File: src/rtl/inpr_fifo_pkg.sv
// Shared constants and width helpers for the buffered input register.
// Capture-mode encodings and count/pointer width functions.
package inpr_fifo_pkg;

  localparam int CAP_CHANGE = 0;
  localparam int CAP_STROBE = 1;

  function automatic int cnt_w(int depth);
    return $clog2(depth + 1);
  endfunction

  function automatic int ptr_w(int depth);
    return $clog2(depth);
  endfunction

endpackage

File: src/rtl/inpr_fifo_sync_fifo_ctl.sv
// Synchronous FIFO storage, pointers, count and push/pop arbitration.
// Reusable for the matching output register block.
module sync_fifo_ctl
  import inpr_fifo_pkg::*;
#(
  parameter int WIDTH = 8,
  parameter int DEPTH = 4,
  localparam int CW = cnt_w(DEPTH),
  localparam int PW = ptr_w(DEPTH)
) (
  input  logic             clk,
  input  logic             rst,
  input  logic             push,
  input  logic             pop,
  input  logic [WIDTH-1:0] wr_data,
  output logic [WIDTH-1:0] rd_data,
  output logic [CW-1:0]    count,
  output logic             full,
  output logic             empty,
  output logic             drop
);

  logic [WIDTH-1:0] mem [DEPTH];
  logic [PW-1:0]    rd_ptr;
  logic [PW-1:0]    wr_ptr;
  logic             pop_ok;
  logic             push_ok;

  assign empty   = (count == '0);
  assign full    = (count == CW'(DEPTH));
  assign pop_ok  = pop & ~empty;
  // A pop in the same cycle frees the slot a full FIFO needs.
  assign push_ok = push & (~full | pop_ok);
  assign drop    = push & full & ~pop_ok;
  assign rd_data = mem[rd_ptr];

  always_ff @(posedge clk) begin
    if (push_ok) begin
      mem[wr_ptr] <= wr_data;
    end
  end

  always_ff @(posedge clk) begin
    if (rst) begin
      rd_ptr <= '0;
      wr_ptr <= '0;
      count  <= '0;
    end else begin
      if (push_ok) begin
        wr_ptr <= wr_ptr + PW'(1);
      end
      if (pop_ok) begin
        rd_ptr <= rd_ptr + PW'(1);
      end
      unique case (1'b1)
        push_ok & ~pop_ok: count <= count + CW'(1);
        pop_ok & ~push_ok: count <= count - CW'(1);
        default: ;
      endcase
    end
  end

endmodule

File: src/rtl/inpr_fifo.sv
// Buffered processor input register: capture, overflow, FGI and irq.
// Head word is masked to zero while the FIFO is empty.
module inpr_fifo
  import inpr_fifo_pkg::*;
#(
  parameter int WIDTH        = 8,
  parameter int DEPTH        = 4,
  parameter int CAPTURE_MODE = CAP_CHANGE,
  localparam int CW = cnt_w(DEPTH)
) (
  input  logic             clk,
  input  logic             rst,
  input  logic [WIDTH-1:0] Data_IN,
  input  logic             in_strobe,
  input  logic             flag_reset,
  input  logic             ien,
  input  logic             ovf_clr,
  output logic [WIDTH-1:0] Data_OUT,
  output logic             flag,
  output logic             irq,
  output logic [CW-1:0]    count,
  output logic             overflow
);

  logic [WIDTH-1:0] prev_sample;
  logic [WIDTH-1:0] head;
  logic             cap;
  logic             full;
  logic             empty;
  logic             drop;

  assign cap = (CAPTURE_MODE == CAP_STROBE) ? in_strobe
                                            : (Data_IN != prev_sample);

  sync_fifo_ctl #(
    .WIDTH (WIDTH),
    .DEPTH (DEPTH)
  ) u_fifo (
    .clk     (clk),
    .rst     (rst),
    .push    (cap),
    .pop     (flag_reset),
    .wr_data (Data_IN),
    .rd_data (head),
    .count   (count),
    .full    (full),
    .empty   (empty),
    .drop    (drop)
  );

  // Reset loads the live input so the first cycle sees no change.
  always_ff @(posedge clk) begin
    prev_sample <= Data_IN;
  end

  always_ff @(posedge clk) begin
    if (rst) begin
      overflow <= 1'b0;
    end else if (drop) begin
      overflow <= 1'b1;
    end else if (ovf_clr) begin
      overflow <= 1'b0;
    end
  end

  assign flag     = ~empty;
  assign irq      = flag & ien;
  assign Data_OUT = empty ? '0 : head;

  logic unused_full;
  assign unused_full = full;

endmodule

File: config.mk
export PLATFORM = sky130hd
export DESIGN_NAME = inpr_fifo
export DESIGN_NICKNAME = d
export VERILOG_FILES = /design/src/rtl/inpr_fifo_pkg.sv /design/src/rtl/inpr_fifo_sync_fifo_ctl.sv /design/src/rtl/inpr_fifo.sv
export SDC_FILE = /design/constraint.sdc
export NUM_CORES = 1
export LEC_CHECK = 0
export BUFFER_PORTS_ARGS = -buffer_cell sky130_fd_sc_hd__buf_4
export CAP_MARGIN = 10
export CORE_MARGIN = 3
export CORE_UTILIZATION = 35
export CTS_CLUSTER_DIAMETER = 100
export DETAILED_ROUTE_END_ITERATION = 7
export PLACE_DENSITY = 0.5
export SYNTH_ARGS = -nofsm -noshare
export SYNTH_HDL_FRONTEND = slang
export SYNTH_SLANG_ARGS = --single-unit
export TNS_END_PERCENT = 50
File: constraint.sdc
create_clock -name clk -period 2.31 [get_ports clk]
set_input_delay 0.462 -clock clk [delete_from_list [all_inputs] [get_ports clk]]
set_output_delay 0.462 -clock clk [all_outputs]
set_load 0.05 [all_outputs]
==> Word-level counts from Yosys, hierarchy flattened <==
Memory sizes are Yosys's and may differ from the RTL's. A register that Yosys moved wholly into a read port is not among the register bits.
Cells that the tools add are included.
W data, S select, Z words.
{ "totals": {"n_memories": 1, "reg_bits": 16, "in_bits": 14, "ram_bits": 32, "wordCells": 35, "out_inout_bits": 14} }
{ "op_classes": {"eq_ne": 2, "reduce_logical": 3, "add_sub_neg": 4, "muxes": 8, "bitwise_logic": 12} }
{ "memory_table": {"columns": ["memory", "words", "width", "read_ports", "rd_ports_with_merged_regs", "write_ports", "line", "rtl"], "rows": [
  ["u_fifo.mem", 4, 8, 1, 1, 1, "inpr_fifo_sync_fifo_ctl.sv:23", "logic [WIDTH-1:0] mem [DEPTH];"]
]} }
{ "op_table": {"columns": ["op", "n"], "rows": [
  ["$mux W8", 1],
  ["$ne A8 B8 Y1", 1],
  ["$and A1 B1 Y1", 7],
  ["$pmux W3 S2", 1],
  ["$add A2 B1 Y2 const B", 2],
  ["$mux W1", 4],
  ["$mux W2", 2],
  ["$not A1 Y1", 4],
  ["$reduce_bool A2 Y1", 2],
  ["$add A3 B1 Y3 const B", 1],
  ["$eq A3 B3 Y1 const B", 1],
  ["$logic_not A3 Y1", 1],
  ["$sub A3 B1 Y3 const B", 1],
  ["$or A1 B1 Y1", 1]
]} }

==> Logic depth before layout (Yosys ltp) <==
{ "logic_depth": {"word_depth": 8, "ltp_mapped": 6, "mapped_depth_nobuf": 6} }

==> By module <==
Synthesis repeated with hierarchy kept, for this count alone.
{ "unflattened": {"cells_unflattened": 135, "hier_area_um2": 2026.9} }
{ "by_module_without_submodules": {"columns": ["mod", "seq_area_each_um2", "cells_each", "n_inst", "area_per_inst_um2"], "rows": [
  ["sync_fifo_ctl", 1141.1, 102, 1, 1687.9],
  ["inpr_fifo", 180.2, 33, 1, 339.1]
]} }

==> Least setup slack after synthesis <==
Ideal clock, no wire load.
{ "synth_timing": {"path_kind": "flip-flop to output port", "from": "reg u_fifo.count[0]", "to": "out Data_OUT[0]", "t_required_ns": 1.848, "path_buffers": 1, "arrival_time_ns": 1.748, "stages_incl_launch_ff": 4, "path_slack_ns": 0.100, "path_cell_list": "dfxtp_1 or3_4 buf_2 and2_1"} }
{ "synth_via": {"elab_chain_len": 2} }
{ "synth_rtl": {"columns": ["item", "line", "rtl"], "rows": [
  ["start: declaration", "inpr_fifo_sync_fifo_ctl.sv:17", "output logic [CW-1:0] count,"],
  ["start signal: assignment", "inpr_fifo_sync_fifo_ctl.sv:56", "push_ok & ~pop_ok: count <= count + CW'(1);"],
  ["start signal: assignment", "inpr_fifo_sync_fifo_ctl.sv:57", "pop_ok & ~push_ok: count <= count - CW'(1);"],
  ["$logic_not A3 Y1", "inpr_fifo_sync_fifo_ctl.sv:29", "assign empty = (count == '0);"],
  ["$mux W8", "inpr_fifo.sv:68", "assign Data_OUT = empty ? '0 : head;"],
  ["end: declaration", "inpr_fifo.sv:18", "output logic [WIDTH-1:0] Data_OUT,"]
]} }
Every way passes these cells.

==> results.json <==
{
  "placedCellCount": 227,
  "min_path_cells": 1,
  "core_sq_mm": 0.005335,
  "seq_area_frac_synth": 0.6575,
  "crit_fanout": 8,
  "io-pin-count": 28,
  "ys_async_sr_fraction": 0,
  "syn-num-nets": 146,
  "synth_xor_area_frac": 0.04795,
  "grt_pass1_wl_mm": 5.789,
  "clock_path_buffers": 2,
  "final_cell_mix": "32 x edfxtp_1, 30 x buf_4, 18 x dfxtp_1, 13 x and2_1, 10 x xnor2_1",
  "final_common_cell": "edfxtp_1",
  "yosys.area_share.simple": 0.1133,
  "synthAdderAreaFrac": 0.03487,
  "cts-htree-levels": 2,
  "ant_nets": 0,
  "cp.depth": 4,
  "synth_top_area_frac": 0.4782,
  "via_per_inst": 4.634,
  "finalHoldViolCount": 0,
  "outcome": "complete, no violations",
  "drt-initial-drc-count": 34,
  "instances_no_fill": 235,
  "cellPowerDensity_mw_per_mm2": 1057,
  "crit_required_ns": 1.85,
  "yosysWarnings": 0,
  "crit_top_cell": "buf_4",
  "numCtsBuffers": 5,
  "grt-ovfl-total": 0,
  "wl_mm": 3.646,
  "synthMuxAreaShare": 0.1052,
  "wl_per_cell_um": 15.51,
  "reg2regPathDepth": 6,
  "synth_top_family_by_area": "simple AND/OR/NAND/NOR gates",
  "min_period_over_period": 0.9334,
  "grt_pass1_vias": 1123,
  "min_period_ns": 2.156,
  "synth-edff-count": 32,
  "rows": 26,
  "die_h_um": 81.77,
  "slew_viol_final": 0,
  "cts.clk_slew.worst_paths_ns": 0.09,
  "nets": 183,
  "dieArea_sq_mm": 0.006686,
  "crit_path_start_kind": "register",
  "finClkSkew_ns": 0.008657,
  "crit_arrival_ns": 1.69,
  "rsz0062_at_grt": "false",
  "ctsHoldBuffers": 0,
  "setup_slack_ns": 0.1537,
  "hold_class": "in -> reg",
  "post-cts-setup-buffers": 0,
  "p_leak_nw": 0.9270,
  "syn_area_sq_mm": 0.002009,
  "setup_violations": 0,
  "post-place-ws_ns": 0.1263,
  "root_buffer": "clkbuf_8",
  "hpwl_mm": 2.532,
  "area_growth_pct": 24.47,
  "postSynthAreaPerCell_sq_um": 15.82,
  "path_cells": "buf_4 -> mux4_2 -> and2_1 -> buf_4",
  "timing.fmax_ghz": 0.4638,
  "peakVddDrop_uv": 441.1,
  "path_buf_inv": 2,
  "cts_tree": "done",
  "die_w_um": 81.77,
  "initial_core_util": 0.3766,
  "cp_slowest_stage_delay_ns": 0.51,
  "cts_sinks": 50,
  "first_pass_iters": 4,
  "worst_pin_slew_ns": 0.5086,
  "setup_tns_ns": 0,
  "num_vias": 1089,
  "ys_top_cells_by_area": "edfxtp_1 48%, dfxtp_1 18%, mux4_2 9.0%",
  "drc": 0,
  "antenna_found_initial": 0,
  "synthCells": 127,
  "io_buffer_count": 26,
  "crit_slowest_cell": "mux4_2",
  "layout-drive-gt1-share": 0.3273,
  "grt_max_degree": 16,
  "synthFlopType": "edfxtp_1",
  "yosys.area.top_type": "edfxtp_1",
  "post_synth_num_cell_types": 29,
  "holdWs_ns": 0.3035,
  "grt_use_total": 0.1211,
  "num_antenna_cells": 0,
  "ys_ff_latch": 50,
  "slew_headroom": 0.6601,
  "critPathKind": "reg -> out",
  "place_congestion": 0.6547,
  "cp-end-kind": "output port",
  "cts_resized": 0,
  "critPathTopFamily": "multiplexers",
  "clk_latency_ns": 0.30,
  "synth_compound_area_frac": 0.02864,
  "timing.max_cap.violations": 0
}
## worst paths after layout
| kind | startpoint | to | slack [ns] |
|---|---|---|---|
| max | register | Data_OUT[3] | 0.15 |
| min | Data_IN[0] | prev_sample[0]$_DFF_P_ | 0.30 |
| max reg2reg | u_fifo.count[0]$_SDFFE_PP0P_ | u_fifo.count[2]$_SDFFE_PP0P_ | 0.27 |
| min reg2reg | u_fifo.rd_ptr[1]$_SDFFE_PP0N_ | u_fifo.rd_ptr[1]$_SDFFE_PP0N_ | 0.55 |
## sequential cells by signal, indices dropped and copies added (netlist names), named ones only
name and cells:
u_fifo.count 3, u_fifo.mem 32, prev_sample 8, u_fifo.wr_ptr 2, overflow 1, u_fifo.rd_ptr 2
## synthesized netlist by cell type, drive strengths merged, types with 3 or more instances
library cell	n
a21oi	4
mux4	8
xnor2	10
edfxtp	32
buf	3
nand2	3
nor3	4
and2	14
nor2	7
ha	4
dfxtp	18
## power breakdown
group,total (mW),switching [mW],internal [mW]
clock network,0.624,0.270,0.353
logic,0.901,0.541,0.360
registers,1.12,0.0566,1.06
## final cells by class
class                      count  area (sq um)
fill                         492          2834
sequential                    50          1321
multi-input combinational     71         663.1
timing repair buffer          34         305.3
tap                           70         87.58
clock buffer                   7         86.33
clock inverter                 1         30.03
inverter                       2         7.507
## cell families (layout without fill, tap and decap cells)
logic type,Yosys count,count (layout)
buffers and inverters,6,44
AOI/OAI and AO/OA,8,8
xor gates and xnor gates,11,11
adders and majority gates,5,5
and+or+nand+nor,36,36
muxes,11,11
DFF,50,50
## routing by layer
| metal | routed length, um | share of wire | global-route usage | vias up |
|---|---|---|---|---|
| met2 | 1730 | 0.47 | 0.1914 | 26 |
| met5 | 0 | 0 | 0 | - |
| met3 | 154 | 0.042 | 0.03289 | 6 |
| met4 | 53 | 0.015 | 0.03987 | 0 |
| met1 | 1707 | 0.47 | 0.1611 | 522 |
| li1 | - | - | - | 535 |
## per-stage QoR
step | area (sq um) | power [mW] | util
2_1_floorplan | 2009 | 1.747 | -
3_3_place_gp | 2385 | 2.039 | 0.4470
3_5_place_dp | 2385 | 2.061 | 0.4470
4_1_cts | 2501 | 2.683 | 0.4688
5_1_grt | 2501 | 2.771 | 0.4688
6_report | 2501 | 2.644 | 0.4688
No activity file was read; power rests on OpenSTA's default activity.
